===== src/rtl/mdio_pkg.sv =====
// Shared types and frame constants for the Clause-22 MDIO responder.
package mdio_pkg;

  typedef enum logic [2:0] {
    IDLE, ST2, OP, PHYAD, REGAD, TA, DATA, SKIP
  } mdio_state_e;

  localparam logic [1:0] OP_READ  = 2'b10;
  localparam logic [1:0] OP_WRITE = 2'b01;

  localparam int PHYAD_W = 5;
  localparam int REGAD_W = 5;
  localparam int DATA_W  = 16;

  // Bits still owed by the master after a PHYAD mismatch: REGAD, TA, DATA.
  localparam int SKIP_BITS = REGAD_W + 2 + DATA_W;

endpackage


===== src/rtl/mdio_edge_sync.sv =====
// Synchronizes mdc/mdio into the clock domain and flags rising mdc edges.
module mdio_edge_sync #(
  parameter int SYNC_STAGES = 2
) (
  input  logic clock,
  input  logic reset,
  input  logic mdc,
  input  logic mdio_i,
  output logic mdc_rise,
  output logic mdio_s
);

  logic [SYNC_STAGES-1:0] mdc_q;
  logic [SYNC_STAGES-1:0] mdio_q;
  logic                   mdc_prev_q;

  always_ff @(posedge clock or posedge reset) begin
    if (reset) begin
      mdc_q      <= '0;
      mdio_q     <= '1;
      mdc_prev_q <= 1'b0;
    end else begin
      mdc_q      <= {mdc_q[SYNC_STAGES-2:0], mdc};
      mdio_q     <= {mdio_q[SYNC_STAGES-2:0], mdio_i};
      mdc_prev_q <= mdc_q[SYNC_STAGES-1];
    end
  end

  // Equal-depth chains keep mdio_s aligned with the detected edge.
  assign mdc_rise = mdc_q[SYNC_STAGES-1] & ~mdc_prev_q;
  assign mdio_s   = mdio_q[SYNC_STAGES-1];

endmodule


===== src/rtl/mdio_responder.sv =====
// Clause-22 MDIO PHY-side responder: decodes frames on sampled mdc rising
// edges and serves reads/writes through a one-cycle register-bank port.
module mdio_responder
  import mdio_pkg::*;
#(
  parameter logic [PHYAD_W-1:0] PHY_ADDR     = 5'd1,
  parameter int                 PREAMBLE_MIN = 32,
  parameter int                 SYNC_STAGES  = 2
) (
  input  logic               clock,
  input  logic               reset,
  input  logic               mdc,
  input  logic               mdio_i,
  output logic               mdio_o,
  output logic               mdio_oe,
  output logic [REGAD_W-1:0] reg_addr,
  output logic               reg_rd_en,
  input  logic [DATA_W-1:0]  reg_rd_data,
  output logic               reg_wr_en,
  output logic [DATA_W-1:0]  reg_wr_data,
  output logic               frame_err
);

  localparam int            PW      = $clog2(PREAMBLE_MIN + 1);
  localparam logic [PW-1:0] PRE_MAX = PW'(PREAMBLE_MIN);

  logic mdc_rise, mdio_s;

  mdio_edge_sync #(.SYNC_STAGES(SYNC_STAGES)) u_sync (
    .clock    (clock),
    .reset    (reset),
    .mdc      (mdc),
    .mdio_i   (mdio_i),
    .mdc_rise (mdc_rise),
    .mdio_s   (mdio_s)
  );

  mdio_state_e          state_q;
  logic [PW-1:0]        pre_q;
  logic [4:0]           cnt_q;
  logic [DATA_W-1:0]    sh_q;
  logic                 rd_q;
  logic                 cap_q;
  logic                 oe_q, o_q, rd_en_q, wr_en_q, err_q;
  logic [REGAD_W-1:0]   addr_q;
  logic [DATA_W-1:0]    wr_data_q;

  always_ff @(posedge clock or posedge reset) begin
    if (reset) begin
      state_q   <= IDLE;
      pre_q     <= '0;
      cnt_q     <= '0;
      sh_q      <= '0;
      rd_q      <= 1'b0;
      cap_q     <= 1'b0;
      oe_q      <= 1'b0;
      o_q       <= 1'b1;
      rd_en_q   <= 1'b0;
      wr_en_q   <= 1'b0;
      err_q     <= 1'b0;
      addr_q    <= '0;
      wr_data_q <= '0;
    end else begin
      rd_en_q <= 1'b0;
      wr_en_q <= 1'b0;
      err_q   <= 1'b0;
      cap_q   <= rd_en_q;
      if (mdc_rise) begin
        case (state_q)
          IDLE: begin
            if (mdio_s) begin
              if (pre_q != PRE_MAX) pre_q <= pre_q + 1'b1;
            end else begin
              // This 0 is the first ST bit only after a full preamble.
              if (pre_q == PRE_MAX) state_q <= ST2;
              pre_q <= '0;
            end
          end
          ST2: begin
            cnt_q <= '0;
            if (mdio_s) begin
              state_q <= OP;
            end else begin
              err_q   <= 1'b1;
              state_q <= IDLE;
            end
          end
          OP: begin
            if (cnt_q == 5'd0) begin
              sh_q  <= {sh_q[DATA_W-2:0], mdio_s};
              cnt_q <= 5'd1;
            end else begin
              cnt_q <= '0;
              if ({sh_q[0], mdio_s} == OP_READ) begin
                rd_q    <= 1'b1;
                state_q <= PHYAD;
              end else if ({sh_q[0], mdio_s} == OP_WRITE) begin
                rd_q    <= 1'b0;
                state_q <= PHYAD;
              end else begin
                err_q   <= 1'b1;
                state_q <= IDLE;
              end
            end
          end
          PHYAD: begin
            sh_q <= {sh_q[DATA_W-2:0], mdio_s};
            if (cnt_q == 5'(PHYAD_W - 1)) begin
              cnt_q   <= '0;
              state_q <= ({sh_q[PHYAD_W-2:0], mdio_s} == PHY_ADDR) ? REGAD : SKIP;
            end else begin
              cnt_q <= cnt_q + 5'd1;
            end
          end
          REGAD: begin
            sh_q <= {sh_q[DATA_W-2:0], mdio_s};
            if (cnt_q == 5'(REGAD_W - 1)) begin
              addr_q  <= {sh_q[REGAD_W-2:0], mdio_s};
              rd_en_q <= rd_q;
              cnt_q   <= '0;
              state_q <= TA;
            end else begin
              cnt_q <= cnt_q + 5'd1;
            end
          end
          TA: begin
            // Reads drive the second TA bit low; writes let the master own both.
            if (rd_q) begin
              oe_q    <= 1'b1;
              o_q     <= 1'b0;
              cnt_q   <= '0;
              state_q <= DATA;
            end else if (cnt_q == 5'd1) begin
              cnt_q   <= '0;
              state_q <= DATA;
            end else begin
              cnt_q <= 5'd1;
            end
          end
          DATA: begin
            if (rd_q) begin
              if (cnt_q == 5'(DATA_W)) begin
                oe_q    <= 1'b0;
                o_q     <= 1'b1;
                state_q <= IDLE;
              end else begin
                o_q   <= sh_q[DATA_W-1];
                sh_q  <= {sh_q[DATA_W-2:0], 1'b0};
                cnt_q <= cnt_q + 5'd1;
              end
            end else begin
              sh_q <= {sh_q[DATA_W-2:0], mdio_s};
              if (cnt_q == 5'(DATA_W - 1)) begin
                wr_data_q <= {sh_q[DATA_W-2:0], mdio_s};
                wr_en_q   <= 1'b1;
                state_q   <= IDLE;
              end else begin
                cnt_q <= cnt_q + 5'd1;
              end
            end
          end
          SKIP: begin
            if (cnt_q == 5'(SKIP_BITS - 1)) state_q <= IDLE;
            else                            cnt_q   <= cnt_q + 5'd1;
          end
          default: state_q <= IDLE;
        endcase
      end
      // Bank data arrives long before the next mdc edge, so this never races a shift.
      if (cap_q) sh_q <= reg_rd_data;
    end
  end

  assign mdio_o      = o_q;
  assign mdio_oe     = oe_q;
  assign reg_addr    = addr_q;
  assign reg_rd_en   = rd_en_q;
  assign reg_wr_en   = wr_en_q;
  assign reg_wr_data = wr_data_q;
  assign frame_err   = err_q;

endmodule


===== config.mk =====
export PLATFORM = sky130hd
export DESIGN_NAME = mdio_responder
export DESIGN_NICKNAME = d
export VERILOG_FILES = /design/src/rtl/mdio_pkg.sv /design/src/rtl/mdio_edge_sync.sv /design/src/rtl/mdio_responder.sv
export SDC_FILE = /design/constraint.sdc
export NUM_CORES = 1
export LEC_CHECK = 0
export CAP_MARGIN = 25
export CORE_MARGIN = 2
export CORE_UTILIZATION = 50
export DETAILED_ROUTE_END_ITERATION = 12
export GPL_TIMING_DRIVEN = 0
export PLACE_DENSITY = 0.74
export SETUP_SLACK_MARGIN = 0.2
export SLEW_MARGIN = 20
export SYNTH_ARGS = -nofsm -noshare
export SYNTH_HDL_FRONTEND = slang
export SYNTH_SLANG_ARGS = --single-unit

===== constraint.sdc =====
create_clock -name clock -period 2.5 [get_ports clock]
set_input_delay 0.25 -clock clock [delete_from_list [all_inputs] [get_ports clock]]
set_output_delay 0.25 -clock clock [all_outputs]
set_load 0.02 [all_outputs]

==> impl_metrics.py <==
metrics = {
    "timing": {
        "hold_slack_ns": 0.180,
        "hold_viol": 0,
        "skew_ns": 0.00838,
        "worst_pin_slew_ns": 0.585,
        "slew_headroom_pct": 60.9,
        "rsz0062_at_grt": "yes",
        "max_freq_mhz": 459,
        "setup_viol": 0,
        "drv_slew": 0,
        "period_share_pct": 87.2,
        "period_minus_slack_ns": 2.18,
        "worst_slack_ns": 0.319,
    },
    "placed_design": {
        "place_hpwl_um": 4630,
        "portBuffers": 45,
        "gp_congestion": 0.839,
        "dp_slack_ns": 0.209,
    },
    "yosys": {
        "synth_xor_area_share_pct": 1.40,
        "synth-compound-area-share_pct": 10.9,
        "ys_ff_latch": 63,
        "syn_nets": 340,
        "ys_async_sr_fraction_pct": 100,
        "yosys_warnings": 0,
        "synth_top_family_by_area": "simple AND/OR/NAND/NOR gates",
        "synth.cell_area_um2": 3120,
        "synth_fa_ha_area_share_pct": 3.61,
        "syn_inst": 311,
        "avgSynthCellArea_um2": 10.0,
        "yosys.area_share.simple_pct": 21.4,
        "synth.distinct_cells": 51,
        "synth_seq_area_share_pct": 50.6,
        "synth-main-ff-cell": "dfrtp_1",
        "synth.area.mux_share_pct": 8.33,
        "synth-edff-count": 0,
    },
    "final_layout": {
        "antenna_cells": 0,
        "drive_gt1_share_pct": 14.3,
        "mostFrequentLayoutCells": "nand2_1, dfrtp_1, clkdlybuf4s50_1",
        "area_delta_synth_final_pct": 26.0,
        "nets": 401,
        "final_common_cell": "nand2_1",
    },
    "setup_path": {
        "critPathMaxFanout": 5,
        "required_ns": 2.73,
        "end_kind": "register",
        "r2r_slack_ns": 0.32,
        "arrival_ns": 2.41,
        "rr_startpoint": "cnt_q[1]$_DFFE_PP0P_",
        "rr_endpoint": "state_q[1]$_DFFE_PP0P_",
        "crit_type": "reg -> reg",
        "start_kind": "register",
        "reg2reg_depth": 7,
    },
    "cts": {
        "cts_max_path_buffers": 2,
        "clkLatencyLatePin_ns": 0.34,
        "cts_tree": "yes",
        "cts_root_buffer": "clkbuf_8",
        "cts_buffers": 9,
        "htreeDepth": 3,
        "cts_sinks": 63,
        "ctsHoldBuffers": 0,
        "clk_pin_slew_ns": 0.07,
    },
    "status": {
        "status": "complete, no violations",
    },
    "floorplan": {
        "io_pins": 46,
        "rows": 28,
        "die_h_um": 83.0,
        "core_um2": 5990,
        "dieArea_um2": 6890,
        "start_util_pct": 52.1,
        "fp.dieW_um": 83.0,
    },
    "global_route": {
        "antenna_found_initial": 0,
        "grt_pass1_wl_um": 11700,
        "grt_overflow_total": 0,
        "grt_pass1_vias": 2419,
        "grt_usage_pct": 21.0,
        "grt_max_degree": 51,
    },
    "route": {
        "drt_iter0_drc": 141,
        "antenna_left": 0,
        "routed_wirelength_um": 6850,
        "vias": 2475,
        "via_per_inst": 5.48,
        "firstDrtPassIters": 4,
        "post_drt_wl_per_cell_um": 15.2,
        "drc": 0,
    },
    "power_and_ir_drop": {
        "p_per_area_nw_per_um2": 494,
        "p_leak_uw": 0.00180,
        "ir_worst_vdd_v": 0.000417,
    },
    "job": {
        "maxCapViolations": 0,
    },
    "min_path": {
        "hold_path.class": "in -> async",
    },
}
[synth_stat cells (all sizes together) (2+ instances only)]
| cell | n | area share [%] |
|---|---|---|
| nor4b | 3 | 1.0 |
| nor2 | 13 | 1.6 |
| buf | 6 | 1.5 |
| dfrtp | 60 | 48 |
| o22ai | 2 | 0.40 |
| dfstp | 3 | 2.5 |
| or4b | 2 | 0.76 |
| and2 | 3 | 0.60 |
| a41o | 2 | 0.64 |
| nand3 | 11 | 1.8 |
| nand2 | 63 | 7.6 |
| o21ai | 28 | 4.5 |
| a21oi | 9 | 1.4 |
| ha | 9 | 3.6 |
| nor2b | 3 | 0.60 |
| mux2 | 8 | 2.9 |
| clkbuf | 8 | 0.96 |
| xor2 | 4 | 1.1 |
| inv | 11 | 1.3 |
| mux2i | 17 | 5.4 |
| nand2b | 6 | 1.2 |
| and3 | 9 | 1.8 |
| and4bb | 2 | 0.80 |
| a211oi | 3 | 1.3 |
| nand4 | 4 | 0.80 |
| nor3 | 5 | 0.96 |
[worst max-delay path: stages (launching register included)]
cell     delay [ns]
dfrtp_1        0.42
inv_2          0.10
ha_1           0.15
nor4b_1        0.39
o32a_1         0.25
nor4b_2        0.41
a21oi_1        0.13
a41o_1         0.23
[sequential cells by signal, summed over array words and instances (netlist names)]
signal	count
u_sync.mdc_prev_q	1
cap_q	1
sh_q	16
reg_rd_en	1
pre_q	6
u_sync.mdio_q	2
cnt_q	5
mdio_oe	1
state_q	3
u_sync.mdc_q	2
rd_q	1
reg_wr_en	1
mdio_o	1
frame_err	1
reg_addr	5
reg_wr_data	16
[stage by stage]
| stage | total power (uW) | instance area, um2 | instances | TNS, ns | utilization, % |
|---|---|---|---|---|---|
| after detailed placement | 1170 | 3700 | 432 | 0 | 61.7 |
| after floorplan | 1110 | 3120 | 311 | 0 | - |
| final | 1950 | 3940 | 452 | 0 | 65.7 |
| after global routing | 2020 | 3940 | 452 | 0 | 65.7 |
| after CTS | 1960 | 3880 | 449 | 0 | 64.8 |
| after global placement | 1160 | 3670 | 431 | -25.24 | 61.2 |
[layer usage]
layer  part of all wire [%]  wire [um]  global-route usage, %  vias to the layer above
met2                     48       3260                   33.1                       74
li1                       -          -                      -                     1215
met3                    5.3        360                   5.86                       12
met1                     46       3130                   27.8                     1174
met4                    1.5        105                   7.45                        0
met5                      0          0                      0                        -
[cell type report]
class	count	area (um2)
Timing Repair Buffer	50	508
Buffer	14	76.3
Clock buffer	13	159
Clock inverter	3	17.5
Multi-Input combinational cell	223	1460
Fill cell	490	2060
Tap cell	75	93.8
Inverter	11	43.8
Sequential cell	63	1580
[timing repair]
item,4_1_cts,5_1_grt
endpoints found under the setup margin,10,15
pin swaps,0,1
setup buffers,1,3
gates resized for setup,0,8
[worst max-delay path by stage]
stage | to | depth (start not counted) | startpoint
floorplan | state_q[0]$_DFFE_PP0P_ | 8 | cnt_q[0]$_DFFE_PP0P_
global placement | mdio_oe$_DFFE_PP0P_ | 2 | reset
detailed placement | reg_wr_data[5]$_DFFE_PP0P_ | 8 | cnt_q[0]$_DFFE_PP0P_
CTS | sh_q[8]$_DFFE_PP0P_ | 9 | cnt_q[0]$_DFFE_PP0P_
global route | state_q[1]$_DFFE_PP0P_ | 7 | cnt_q[1]$_DFFE_PP0P_
finish | state_q[1]$_DFFE_PP0P_ | 7 | cnt_q[1]$_DFFE_PP0P_
[report_power, final]
part	total [uW]	switching [uW]	internal [uW]
Sequential	1050	13.5	1030
Clock	798	387	411
Combinational	100	51.6	48.7
[cells by family after synthesis]
family                     Yosys count
and+or+nand+nor                    131
DFF                                 63
AOI/OAI and AO/OA                   53
buffers and inverters               25
muxes                               25
adders and majority gates            9
xor gates and xnor gates             5
No activity file was read; power rests on OpenSTA's default activity.
==> RTL change (config.mk and constraints unchanged) <==
Register the inputs `mdc`, `mdio_i` and `reg_rd_data` before use, with the module's reset. The logic sees them one clock later.
--- a/src/rtl/mdio_responder.sv
+++ b/src/rtl/mdio_responder.sv
@@ -25,4 +25,20 @@
   localparam logic [PW-1:0] PRE_MAX = PW'(PREAMBLE_MIN);
 
+  logic mdc_r;
+  logic mdio_r;
+  logic [DATA_W-1:0] reg_rd_data_q;
+
+  always_ff @(posedge clock or posedge reset) begin
+    if (reset) begin
+      mdc_r         <= '0;
+      mdio_r        <= '0;
+      reg_rd_data_q <= '0;
+    end else begin
+      mdc_r         <= mdc;
+      mdio_r        <= mdio_i;
+      reg_rd_data_q <= reg_rd_data;
+    end
+  end
+
   logic mdc_rise, mdio_s;
 
@@ -30,6 +46,6 @@
     .clock    (clock),
     .reset    (reset),
-    .mdc      (mdc),
-    .mdio_i   (mdio_i),
+    .mdc      (mdc_r),
+    .mdio_i   (mdio_r),
     .mdc_rise (mdc_rise),
     .mdio_s   (mdio_s)
@@ -168,5 +184,5 @@
       end
       // Bank data arrives long before the next mdc edge, so this never races a shift.
-      if (cap_q) sh_q <= reg_rd_data;
+      if (cap_q) sh_q <= reg_rd_data_q;
     end
   end
Check against the original RTL: no difference found for any inputs over 10 cycles, from zero or initial values and one cycle with reset high; that may be too few to reach the edited logic, so the function may still have changed.
==> RTL change against the original RTL <==
  * Worst setup slack worse by 29 ps
  * Die area up 13%
  * Count of clock-buffer cells in the layout down 4
  * Total power up 23%
  * Clock power up 13%
  * Area after synthesis up 14%
  * Synthesized cell count up 4.2%
  * Combinational power up 19%
  * Critical path depth up 1
  * Sequential cell count up 18
  * Global-route usage down 2.0 points
  * Design area up 11%
  * Fmax down 1.3%
  * Routed wire length down 1.6%
  * Largest cell class unchanged
==> RTL change: results (changes against the original RTL) <==
| Metric | Value |
|---|---|
| Adder-cell share of the synthesized area | `3.17% (-0.44 points)` |
| Detail-routed via count per cell | `5.27 (-3.7%)` |
| Clk Latency, worst-skew pair | `360 ps (+20 ps)` |
| Netlist cell types | `53 (+3.9%)` |
| Sw frac | `25.4% (+2.2 points)` |
| Comb_multi_in | `217 (-2.7%)` |
| First-pass GRT wire length | `11300 um (-2.9%)` |
| Compound-Gate Fraction of Synth Area | `10.1% (-0.83 points)` |
| Sequential area share after synthesis | `57.2% (+6.6 points)` |
| Met3 WL | `212 um (-41%)` |
| Critical Path AT | `2450 ps (+40 ps)` |
| Synth cell count leaders | `dfrtp_1 (78), nand2_1 (65), o21ai_0 (21)` |
| FF-to-FF setup slack | `290 ps (-30 ps)` |
| GR Util met3 | `3.36% (-2.5 points)` |
| Crit Path Max Fanout | `7 (+2)` |
| Dpl hpwl | `4890 um (+5.7%)` |
| Met1 WL | `3270 um (+4.6%)` |
| Seq group | `1.37 mW (+30%)` |
| Max VDD drop | `0.342 mV (-18%)` |
| M2 GR Usage | `28.5% (-4.6 points)` |
| Post-synthesis xor/xnor area fraction | `0% (-1.4 points)` |
| Final net count | `411 (+2.5%)` |
| Final clock-cell share | `4.24% (-0.24 points)` |
| Clock slew at reported path FFs | `90 ps (+20 ps)` |
| Starting DRC count in detailed routing | `218 (+55%)` |
| Seq/total area | `46.6% (+6.4 points)` |
| Cts repair resizes | `2 (+2)` |
| Layout cells sized above 1 | `14.2% (-0.11 points)` |
| GPL Wtd Cong | `0.928 (+11%)` |
| Multi-input gate share of the layout cell area | `31.9% (-5.1 points)` |
| Met2 routed WL | `3170 um (-2.9%)` |
| Buffer share of cell area | `13.5% (-1.4 points)` |
| Vias in the first global route | `2366 (-2.2%)` |
| Top cells by area, synth | `dfrtp_1 (55%), nand2_1 (6.9%), mux2i_1 (5.1%)` |
| Clk pwr | `0.898 mW (+13%)` |
| Post CTS Setup Buffer Count | `0 (-1)` |
| Gr usage total | `19.0% (-2.0 points)` |
| Worst-margin pin slew | `565 ps (-20.9 ps)` |
| Ys async rst share | `100% (unchanged)` |
| Status | `complete, no violations` |
| Fill cells | `578 (+18%)` |
| Met1 usage | `27.8% (about the same)` |
| Flop pwr share | `57.4% (+3.6 points)` |
| Post-synthesis mux area share | `8.77% (+0.44 points)` |
| P_leak | `1.92 nW (+6.6%)` |
==> RTL change: critical path, stage by stage (launching register included) <==
cell and delay, ps:
dfrtp_1 430, ha_1 210, and3_2 180, ha_1 170
nand2b_1 70, mux2_2 270, o211ai_2 300, nor2_1 120
a221o_2 350
==> RTL change: final timing paths <==
check / to / cells after the start
setup / recovery: cnt_q[3] / 8
hold / removal: frame_err / 2
setup reg to reg: cnt_q[3] / 8
hold reg to reg: u_sync.mdio_q[0] / 0
max in group asynchronous: reg_wr_data[0] / 4
min in group clock: reg_rd_data_q[5] / 1
==> RTL change: per-stage QoR <==
step | setup WS (ps) | cells | cell area, um^2 | hold slack, ps | util, %
2_1_floorplan | 485 | 324 | 3560 | 281 | -
3_3_place_gp | 198 | 465 | 4130 | 335 | 60.4
3_5_place_dp | 131 | 467 | 4170 | 337 | 61.0
4_1_cts | 214 | 483 | 4350 | 301 | 63.7
5_1_grt | 196 | 483 | 4360 | 316 | 63.9
6_report | 290 | 483 | 4360 | 295 | 63.9
